**config.mk**
```make
export PLATFORM = sky130hd
export DESIGN_NAME = step_coordinator
export DESIGN_NICKNAME = d
export VERILOG_FILES = /design/src/rtl/step_coord_pkg.sv /design/src/rtl/step_channel_select.sv /design/src/rtl/step_coordinator.sv
export SDC_FILE = /design/constraint.sdc
export NUM_CORES = 1
export LEC_CHECK = 0
export BUFFER_PORTS_ARGS = -buffer_cell sky130_fd_sc_hd__buf_2
export CORE_MARGIN = 4
export CORE_UTILIZATION = 55
export DETAILED_ROUTE_END_ITERATION = 10
export GPL_ROUTABILITY_DRIVEN = 0
export PLACE_DENSITY = 0.82
export REMOVE_ABC_BUFFERS = 1
export SLEW_MARGIN = 10
export SYNTH_ARGS = -nofsm -noshare
export SYNTH_HDL_FRONTEND = slang
export SYNTH_SLANG_ARGS = --single-unit
```
**constraint.sdc**
```tcl
create_clock -name CLK -period 6 [get_ports CLK]
set_clock_uncertainty 0.05 [all_clocks]
set_input_delay 0.6 -clock CLK [delete_from_list [all_inputs] [get_ports CLK]]
set_output_delay 0.6 -clock CLK [all_outputs]
set_load 0.05 [all_outputs]
```
**src/rtl/step_coord_pkg.sv**
```systemverilog
// Shared types and default constants for the ODE-solver step coordinator.
// Contents: FSM state enum (IDLE/STEP/INTERP/DONE), state width, default parameter values.
package step_coord_pkg;

  localparam int unsigned StateW = 2;

  typedef enum logic [StateW-1:0] {
    StIdle,
    StStep,
    StInterp,
    StDone
  } state_e;

  localparam int unsigned DefNumCh         = 4;
  localparam int unsigned DefStepW         = 16;
  localparam int unsigned DefRamAddrW      = 13;
  localparam int unsigned DefChStride      = 200;
  localparam int unsigned DefTimeoutCycles = 1024;

endpackage

```
**src/rtl/step_channel_select.sv**
```systemverilog
// Combinational channel finder: lowest set bit of i_mask at or above i_cur (i_above=0),
// or strictly above i_cur (i_above=1).
// Ports:
//   i_mask   in  NUM_CH  participating channels
//   i_cur    in  CH_W    search reference index
//   i_above  in  1       1 = skip i_cur itself
//   o_next   out CH_W    selected channel (0 when none)
//   o_none   out 1       no candidate channel found
module step_channel_select #(
  parameter int unsigned NUM_CH = 4,
  parameter int unsigned CH_W   = 2
) (
  input  logic [NUM_CH-1:0] i_mask,
  input  logic [CH_W-1:0]   i_cur,
  input  logic              i_above,
  output logic [CH_W-1:0]   o_next,
  output logic              o_none
);

  always_comb begin
    o_next = '0;
    o_none = 1'b1;
    // Scan downwards so the lowest qualifying channel is the last one written.
    for (int i = NUM_CH - 1; i >= 0; i--) begin
      if (i_mask[i] && ((i > int'(i_cur)) || (!i_above && (i == int'(i_cur))))) begin
        o_next = CH_W'(i);
        o_none = 1'b0;
      end
    end
  end

endmodule

```
**src/rtl/step_coordinator.sv**
```systemverilog
// Top-level sequencer of the ODE solver datapath over NUM_CH solver channels.
// A Process request runs Num_Steps steps; each step enables every unmasked channel in
// ascending order, then starts the interpolator. Done_Processing pulses at the end; INT aborts.
// Optional watchdog: define STEP_COORD_TIMEOUT_EN to bound every STEP/INTERP wait by
// TIMEOUT_CYCLES (sets sticky Error and finishes the run).
// Ports:
//   CLK, RST (sync, active high), INT (abort), Process/Num_Steps/Channel_Mask (start request),
//   Done_Processing (done pulse), Solver_Enable/Solver_End (channel handshake),
//   Step_RAM_Base (active region base), Change_State/Change_State_End (interpolator handshake),
//   Step_Index (completed steps), Busy, Error (watchdog flag).
module step_coordinator
  import step_coord_pkg::*;
#(
  parameter int unsigned NUM_CH            = DefNumCh,
  parameter int unsigned STEP_W            = DefStepW,
  parameter int unsigned RAM_ADDRESS_WIDTH = DefRamAddrW,
  parameter int unsigned CH_STRIDE         = DefChStride,
  parameter int unsigned TIMEOUT_CYCLES    = DefTimeoutCycles
) (
  input  logic                         CLK,
  input  logic                         RST,
  input  logic                         INT,
  input  logic                         Process,
  input  logic [STEP_W-1:0]            Num_Steps,
  input  logic [NUM_CH-1:0]            Channel_Mask,
  output logic                         Done_Processing,
  output logic [NUM_CH-1:0]            Solver_Enable,
  input  logic [NUM_CH-1:0]            Solver_End,
  output logic [RAM_ADDRESS_WIDTH-1:0] Step_RAM_Base,
  output logic                         Change_State,
  input  logic                         Change_State_End,
  output logic [STEP_W-1:0]            Step_Index,
  output logic                         Busy,
  output logic                         Error
);

  localparam int unsigned ChW = (NUM_CH > 1) ? $clog2(NUM_CH) : 1;

  if (NUM_CH < 1 || TIMEOUT_CYCLES < 1) begin : g_bad_param
    $error("step_coordinator: NUM_CH and TIMEOUT_CYCLES must be >= 1");
  end

  state_e              r_state, w_next;
  logic [ChW-1:0]      r_ch;
  logic [NUM_CH-1:0]   r_mask;
  logic [STEP_W-1:0]   r_num, r_idx;
  logic                r_cs_entry, r_error;

  logic [NUM_CH-1:0]   w_sel_mask;
  logic [ChW-1:0]      w_sel_cur, w_sel_ch;
  logic                w_sel_above, w_sel_none;
  logic                w_start, w_advance, w_step_done, w_tmo_fire, w_timeout, w_last_step;

  // One finder serves both the initial pick (from the live mask) and the in-run advance.
  always_comb begin
    w_sel_mask  = (r_state == StIdle) ? Channel_Mask : r_mask;
    w_sel_cur   = (r_state == StStep) ? r_ch : '0;
    w_sel_above = (r_state == StStep);
  end

  step_channel_select #(
    .NUM_CH (NUM_CH),
    .CH_W   (ChW)
  ) u_sel (
    .i_mask  (w_sel_mask),
    .i_cur   (w_sel_cur),
    .i_above (w_sel_above),
    .o_next  (w_sel_ch),
    .o_none  (w_sel_none)
  );

  // State register
  always_ff @(posedge CLK) begin
    if (RST) r_state <= StIdle;
    else     r_state <= w_next;
  end

  // Next-state logic
  always_comb begin
    w_next      = r_state;
    w_start     = 1'b0;
    w_advance   = 1'b0;
    w_step_done = 1'b0;
    w_tmo_fire  = 1'b0;
    w_last_step = ((r_idx + STEP_W'(1)) == r_num);
    if (INT && (r_state != StIdle)) begin
      w_next = StIdle;
    end else begin
      unique case (r_state)
        StIdle: begin
          // An abort request also blocks a simultaneous start.
          if (Process && !INT) begin
            w_start = 1'b1;
            w_next  = ((Num_Steps == '0) || (Channel_Mask == '0)) ? StDone : StStep;
          end
        end
        StStep: begin
          if (Solver_End[r_ch]) begin
            if (w_sel_none) w_next = StInterp;
            else            w_advance = 1'b1;
          end else if (w_timeout) begin
            w_next     = StDone;
            w_tmo_fire = 1'b1;
          end
        end
        StInterp: begin
          if (Change_State_End) begin
            w_step_done = 1'b1;
            if (w_last_step) begin
              w_next = StDone;
            end else begin
              w_next    = StStep;
              w_advance = 1'b1;
            end
          end else if (w_timeout) begin
            w_next     = StDone;
            w_tmo_fire = 1'b1;
          end
        end
        StDone:  w_next = StIdle;
        default: w_next = StIdle;
      endcase
    end
  end

  // Run bookkeeping
  always_ff @(posedge CLK) begin
    if (RST) begin
      r_ch       <= '0;
      r_mask     <= '0;
      r_num      <= '0;
      r_idx      <= '0;
      r_cs_entry <= 1'b0;
      r_error    <= 1'b0;
    end else begin
      if (w_start) begin
        r_num  <= Num_Steps;
        r_mask <= Channel_Mask;
        r_idx  <= '0;
        r_ch   <= w_sel_ch;
      end else if (w_advance) begin
        r_ch <= w_sel_ch;
      end
      if (w_step_done) r_idx <= r_idx + STEP_W'(1);
      r_cs_entry <= (w_next == StInterp) && (r_state != StInterp);
      // Without the watchdog w_tmo_fire is constant 0, so Error never sets.
      if (w_start)         r_error <= 1'b0;
      else if (w_tmo_fire) r_error <= 1'b1;
    end
  end

`ifdef STEP_COORD_TIMEOUT_EN
  localparam int unsigned CntW = $clog2(TIMEOUT_CYCLES + 1);
  logic [CntW-1:0] r_cnt;

  // Restarts on every state entry and on each channel hand-over.
  always_ff @(posedge CLK) begin
    if (RST) begin
      r_cnt <= '0;
    end else if ((w_next != r_state) || w_advance ||
                 !((r_state == StStep) || (r_state == StInterp))) begin
      r_cnt <= '0;
    end else begin
      r_cnt <= r_cnt + CntW'(1);
    end
  end

  assign w_timeout = (r_cnt == CntW'(TIMEOUT_CYCLES));
`else
  assign w_timeout = 1'b0;
`endif

  // Outputs
  always_comb begin
    Solver_Enable = '0;
    Step_RAM_Base = '0;
    if (r_state == StStep) begin
      Solver_Enable[r_ch] = 1'b1;
      Step_RAM_Base       = RAM_ADDRESS_WIDTH'(32'(r_ch) * CH_STRIDE);
    end
    Change_State    = (r_state == StInterp) && r_cs_entry;
    Done_Processing = (r_state == StDone);
    Busy            = (r_state != StIdle);
    Step_Index      = r_idx;
    Error           = r_error;
  end

endmodule

```
# Word level (Yosys, flattened, before mapping)
# Cells that the tools add are included.
[totals]
input_bits = 29
out_inout_bits = 37
regBits = 41
elab_cells = 88
[op_classes]
order_cmp = 5
n_mul = 1
n_reduce_logical = 26
n_addsub = 1
n_eq_ne = 9
mux = 40
[ops]
columns = ["cell", "n"]
rows = [
  ["16-bit two-way mux", 2],
  ["2-bit two-way mux", 14],
  ["1-bit two-way mux", 17],
  ["16-bit by 1-bit adder with 16-bit output (second input constant)", 1],
  ["16-bit == test", 1],
  ["16-bit logical NOT", 1],
  ["1-bit logical AND", 13],
  ["10-bit two-way mux", 1],
  ["4-bit two-way mux", 2],
  ["2-bit case mux with 4 select lines", 1],
  ["2-bit by 5-bit multiplier with 7-bit output (second input constant)", 1],
  ["2-bit == test (second input constant)", 3],
  ["2-bit nonzero test", 3],
  ["2-bit == test (first input constant)", 2],
  ["2-bit greater-than comparator (first input constant)", 2],
  ["2-bit logical NOT", 2],
  ["4-bit logical NOT", 1],
  ["1-bit logical OR", 4],
  ["2-bit by 3-bit < comparator with 1-bit output (second input constant)", 1],
  ["1-bit binary-select mux with 2-bit select", 1],
  ["1-bit demux with 2-bit select", 1],
  ["1-bit by 2-bit == test with 1-bit output (first input constant)", 1],
  ["2-bit by 1-bit == test with 1-bit output (second input constant)", 1],
  ["2-bit by 1-bit >= comparator with 1-bit output (second input constant)", 1],
  ["4 further kinds", 5],
]

# Logic depth before layout (Yosys ltp)
[logic_depth]
depth_word = 16
mapped_depth = 10
ltp_nobuf = 9

# Hierarchy
# A second synthesis with hierarchy kept.
[unflattened]
hier_cells = 378
hier_area_um2 = 2862.7
[modules_own_cells]
columns = ["module", "seq_area_each_um2", "area_per_inst_um2", "cells_per_inst", "n_inst"]
rows = [
  ["step_coordinator", 820.8, 2743.9, 361, 1],
  ["step_channel_select", 0.0, 118.9, 17, 1],
]

# Worst setup path before layout
# OpenSTA, ideal clock, no wires.
[synth_path]
path_kind = "flip-flop to flip-flop"
start = "register r_idx[0] (netlist: Step_Index[0])"
end = "register r_ch[0]"
arrival_ps = 2600
n_path_buf = 0
period_less_slack_ps = 2715
setup_time_ps = 65
required_ps = 5885
slack_ps = 3285
path_stages_with_launch = 9
path_cell_list = "dfxtp_1 -> ha_1 -> nand3_2 -> or3_1 -> o221ai_2 -> nand4_2 -> nor4_4 -> mux2_4 -> nor2_1"
[synth_via]
elab_chain_cells = 7
[synth_rtl]
columns = ["item", "line", "text"]
rows = [
  ["start: declaration", "step_coordinator.sv:46", "logic [STEP_W-1:0] r_num, r_idx;"],
  ["start signal: assignment", "step_coordinator.sv:144", "if (w_step_done) r_idx <= r_idx + STEP_W'(1);"],
  ["16-bit by 1-bit adder with 16-bit output", "step_coordinator.sv:85", "w_last_step = ((r_idx + STEP_W'(1)) == r_num);"],
  ["16-bit == test", "step_coordinator.sv:85", ""],
  ["1-bit two-way mux", "step_coordinator.sv:109", "if (w_last_step) begin"],
  ["1-bit two-way mux", "step_coordinator.sv:107", "if (Change_State_End) begin"],
  ["1-bit case mux with 2 select lines", "step_coordinator.sv:89", "unique case (r_state)"],
  ["1-bit two-way mux", "step_coordinator.sv:86", "if (INT && (r_state != StIdle)) begin"],
  ["2-bit nonzero test (no source line)", "--", ""],
  ["end signal: assignment", "step_coordinator.sv:140", "r_ch <= w_sel_ch;"],
  ["end signal: assignment", "step_coordinator.sv:142", "r_ch <= w_sel_ch;"],
  ["end: declaration", "step_coordinator.sv:44", "logic [ChW-1:0] r_ch;"],
]
# No other way between the ends.
# A chain may end at the register's enable or synchronous reset.

# Worst setup path in the final report
# Ends and elaborated chain as after synthesis.

==> flow_metrics.py <==
metrics = {
    "floorplan": {
        "rows": 25,
        "coreArea_um2": 4817,
        "fp.dieW_um": 79.16,
        "design.die.area_um2": 6266,
        "fp.dieH_um": 79.16,
        "start_util": 0.5782,
        "pin_count": 66,
    },
    "cts": {
        "htree_num_levels": 2,
        "cts-resized-gates": 0,
        "cts_root_buf": "clkbuf_8",
        "clk_pin_slew_worst_paths_ps": 80,
        "post_cts.repair.setup_buffers": 0,
        "holdBufCountCts": 0,
        "cts_buffers": 5,
        "tritoncts": "built",
        "cts_buffer_depth": 2,
        "cts.sinks": 41,
        "worstSkewPairLatency_ps": 290,
    },
    "routing": {
        "wl_per_cell_um": 15.15,
        "routed_wl_um": 7089,
        "viasPerCell": 5.774,
        "drt_pass1_iterations": 5,
        "drc": 0,
        "first_iter_violations": 218,
        "via_count": 2702,
        "ant_nets": 0,
    },
    "logic_synthesis": {
        "yosys-top-cells-area": "dfxtp_1 (29%), nand2_1 (8.6%), a21oi_1 (6.1%)",
        "synth_edf_count": 0,
        "ys_seq_area_frac": 0.2947,
        "ys_types": 62,
        "synth_common_cells": "nand2_1 (64), dfxtp_1 (41), a21oi_1 (34)",
        "ys_warn_count": 0,
        "ys.flop_type": "dfxtp_1",
        "synth_seq_cells": 41,
        "synth_top_cell_by_area": "dfxtp_1",
        "synthCells": 361,
        "synth_top_area_share": 0.2947,
        "syn-cell-area_um2": 2785,
        "yosysMostFrequentCell": "nand2_1",
        "synthArstFlopShare": 0,
        "postSynthAreaPerCell_um2": 7.715,
    },
    "setup_path": {
        "r2r-end": "r_ch[0]",
        "slowest_stage": "dfxtp_1",
        "crit_fanout": 13,
        "cp.required_ps": 6180,
        "reg2reg_from": "Step_Index[0]",
        "reg2regPathDepth": 8,
        "cp_cell_sequence": "ha_1, nand3_2, or3_1, o221ai_2, nand4_2, nor4_4, mux2_4, nor2_1",
        "cp-start-kind": "flop",
        "arrival_ps": 2930,
        "slowest_delay_ps": 490,
        "cp-end-kind": "flop",
        "ff2ff_setup_slack_ps": 3250,
        "critPathKind": "reg -> reg",
    },
    "sta": {
        "tightestPinTransition_ps": 815.8,
        "drv_slew": 0,
        "min_period_ps": 2751,
        "slew_headroom": 0.4548,
        "finalSetupViolCount": 0,
        "setup_tns_ps": 0,
        "rsz0062_at_grt": "no",
        "max_freq_mhz": 363.5,
        "fin_crit_sh": 0.4585,
        "hold_viol_final": 0,
    },
    "final_layout": {
        "final_nets": 439,
        "synthToLayoutAreaGrowth_pct": 10.69,
        "drive_above_1_share": 0.1995,
        "multiInputGateArea_um2": 1769,
        "n_antenna_cell": 0,
        "regArea_um2": 820.8,
        "fillCellCount": 467,
    },
    "power_and_ir_drop": {
        "power.density_nw_per_um2": 205.8,
        "p_leak_uw": 0.001264,
        "peakVddDrop_v": 0.0001789,
        "p_total_uw": 634.6,
    },
    "worst_hold_path": {
        "min_path_type": "reg -> reg",
        "min_from": "r_mask[3]",
        "whs_path_depth": 2,
        "holdPathEnd": "r_mask[3]",
    },
    "global_routing": {
        "antenna_found_initial": 0,
        "grt_remaining_overflow": 0,
        "grt_first_pass_wirelength_um": 11680,
        "grt_usage": 0.2310,
        "grt_max_degree": 43,
        "grt_pass1_vias": 2485,
    },
    "status": {
        "status": "finished, final reports clean",
    },
    "placement": {
        "dpl.hpwl_um": 5187,
        "place.port_buffers": 57,
    },
    "flow_run": {
        "drv_cap": 0,
    },
}
## stage by stage
step	std cells	util	worst slack, ps	instance area (um^2)	hold WS (ps)
after floorplan	335	-	3145	2620	377.8
after global placement	460	0.6221	3393	2997	397.2
after detailed placement	460	0.6221	3285	2997	404.0
after CTS	468	0.6400	3269	3083	415.8
after global routing	468	0.6400	3024	3083	432.0
final	468	0.6400	3249	3083	410.7
## cell type report
cell class	count	share of cell area
Multi-Input combinational cell	286	0.5739
Sequential cell	41	0.2662
Timing Repair Buffer	58	0.09497
Tap cell	67	0.02719
Clock buffer	5	0.02232
Inverter	8	0.009740
Clock inverter	3	0.005682
## placed cells by master, fill, tap and decap left out, types with 5 or more instances in the layout
master and n:
nand2_1 64, buf_2 57, dfxtp_1 41, a21oi_1 34, nor2_1 28, o21ai_0 15
and2_1 12, xnor2_1 12, nor4_1 10, ha_1 10, inv_1 8, conb_1 8
nand3_1 7, xor2_1 7, nor3_1 5, mux2i_1 5, a311oi_1 5, clkbuf_8 5
## cells by family after synthesis
family,Yosys count,share of synthesized area
xor+xnor,19,0.05975
other cells,1,0.001346
fa+ha+maj,10,0.04492
simple gates,155,0.2830
compound gates,84,0.1932
flops,41,0.2947
mux,10,0.04357
buf+inv,41,0.07951
## flip-flops by register name (all words and copies together) (netlist names)
name	count
Step_Index	16
r_num	16
r_mask	4
r_ch	2
r_state	2
r_cs_entry	1
## how the worst max path moves through the flow
| stage | from | slack, ps | to |
|---|---|---|---|
| detailed placement | Step_Index[0] | 3290 | r_ch[0] |
| CTS | Step_Index[0] | 3270 | r_ch[0] |
| global placement | Step_Index[0] | 3390 | r_ch[0] |
| finish | Step_Index[0] | 3250 | r_ch[0] |
| floorplan | Step_Index[0] | 3150 | r_ch[0] |
| global route | r_state[1] | 3020 | Step_Index[9] |
## power breakdown
group	total (uW)	switching (uW)	leakage [uW]	internal, uW
clock	183	102	0.0000439	80.4
combinational	156	102	0.000887	53.8
sequential	296	12.6	0.000333	283
## metal layers
layer,share of wire,vias up,GRT usage
li1,-,1333,-
met5,0,-,0
met3,0.048,10,0.03401
met4,0.014,0,0.08076
met1,0.45,1274,0.3018
met2,0.49,85,0.3872
## worst max-delay path, delay by kind of cell (launching register included)
family          cells  cell delay, ps
compound gates      1             160
fa+ha+maj           1             330
flops               1             490
mux                 1             330
simple gates        5            1340
(Power assumes the default switching activity.)
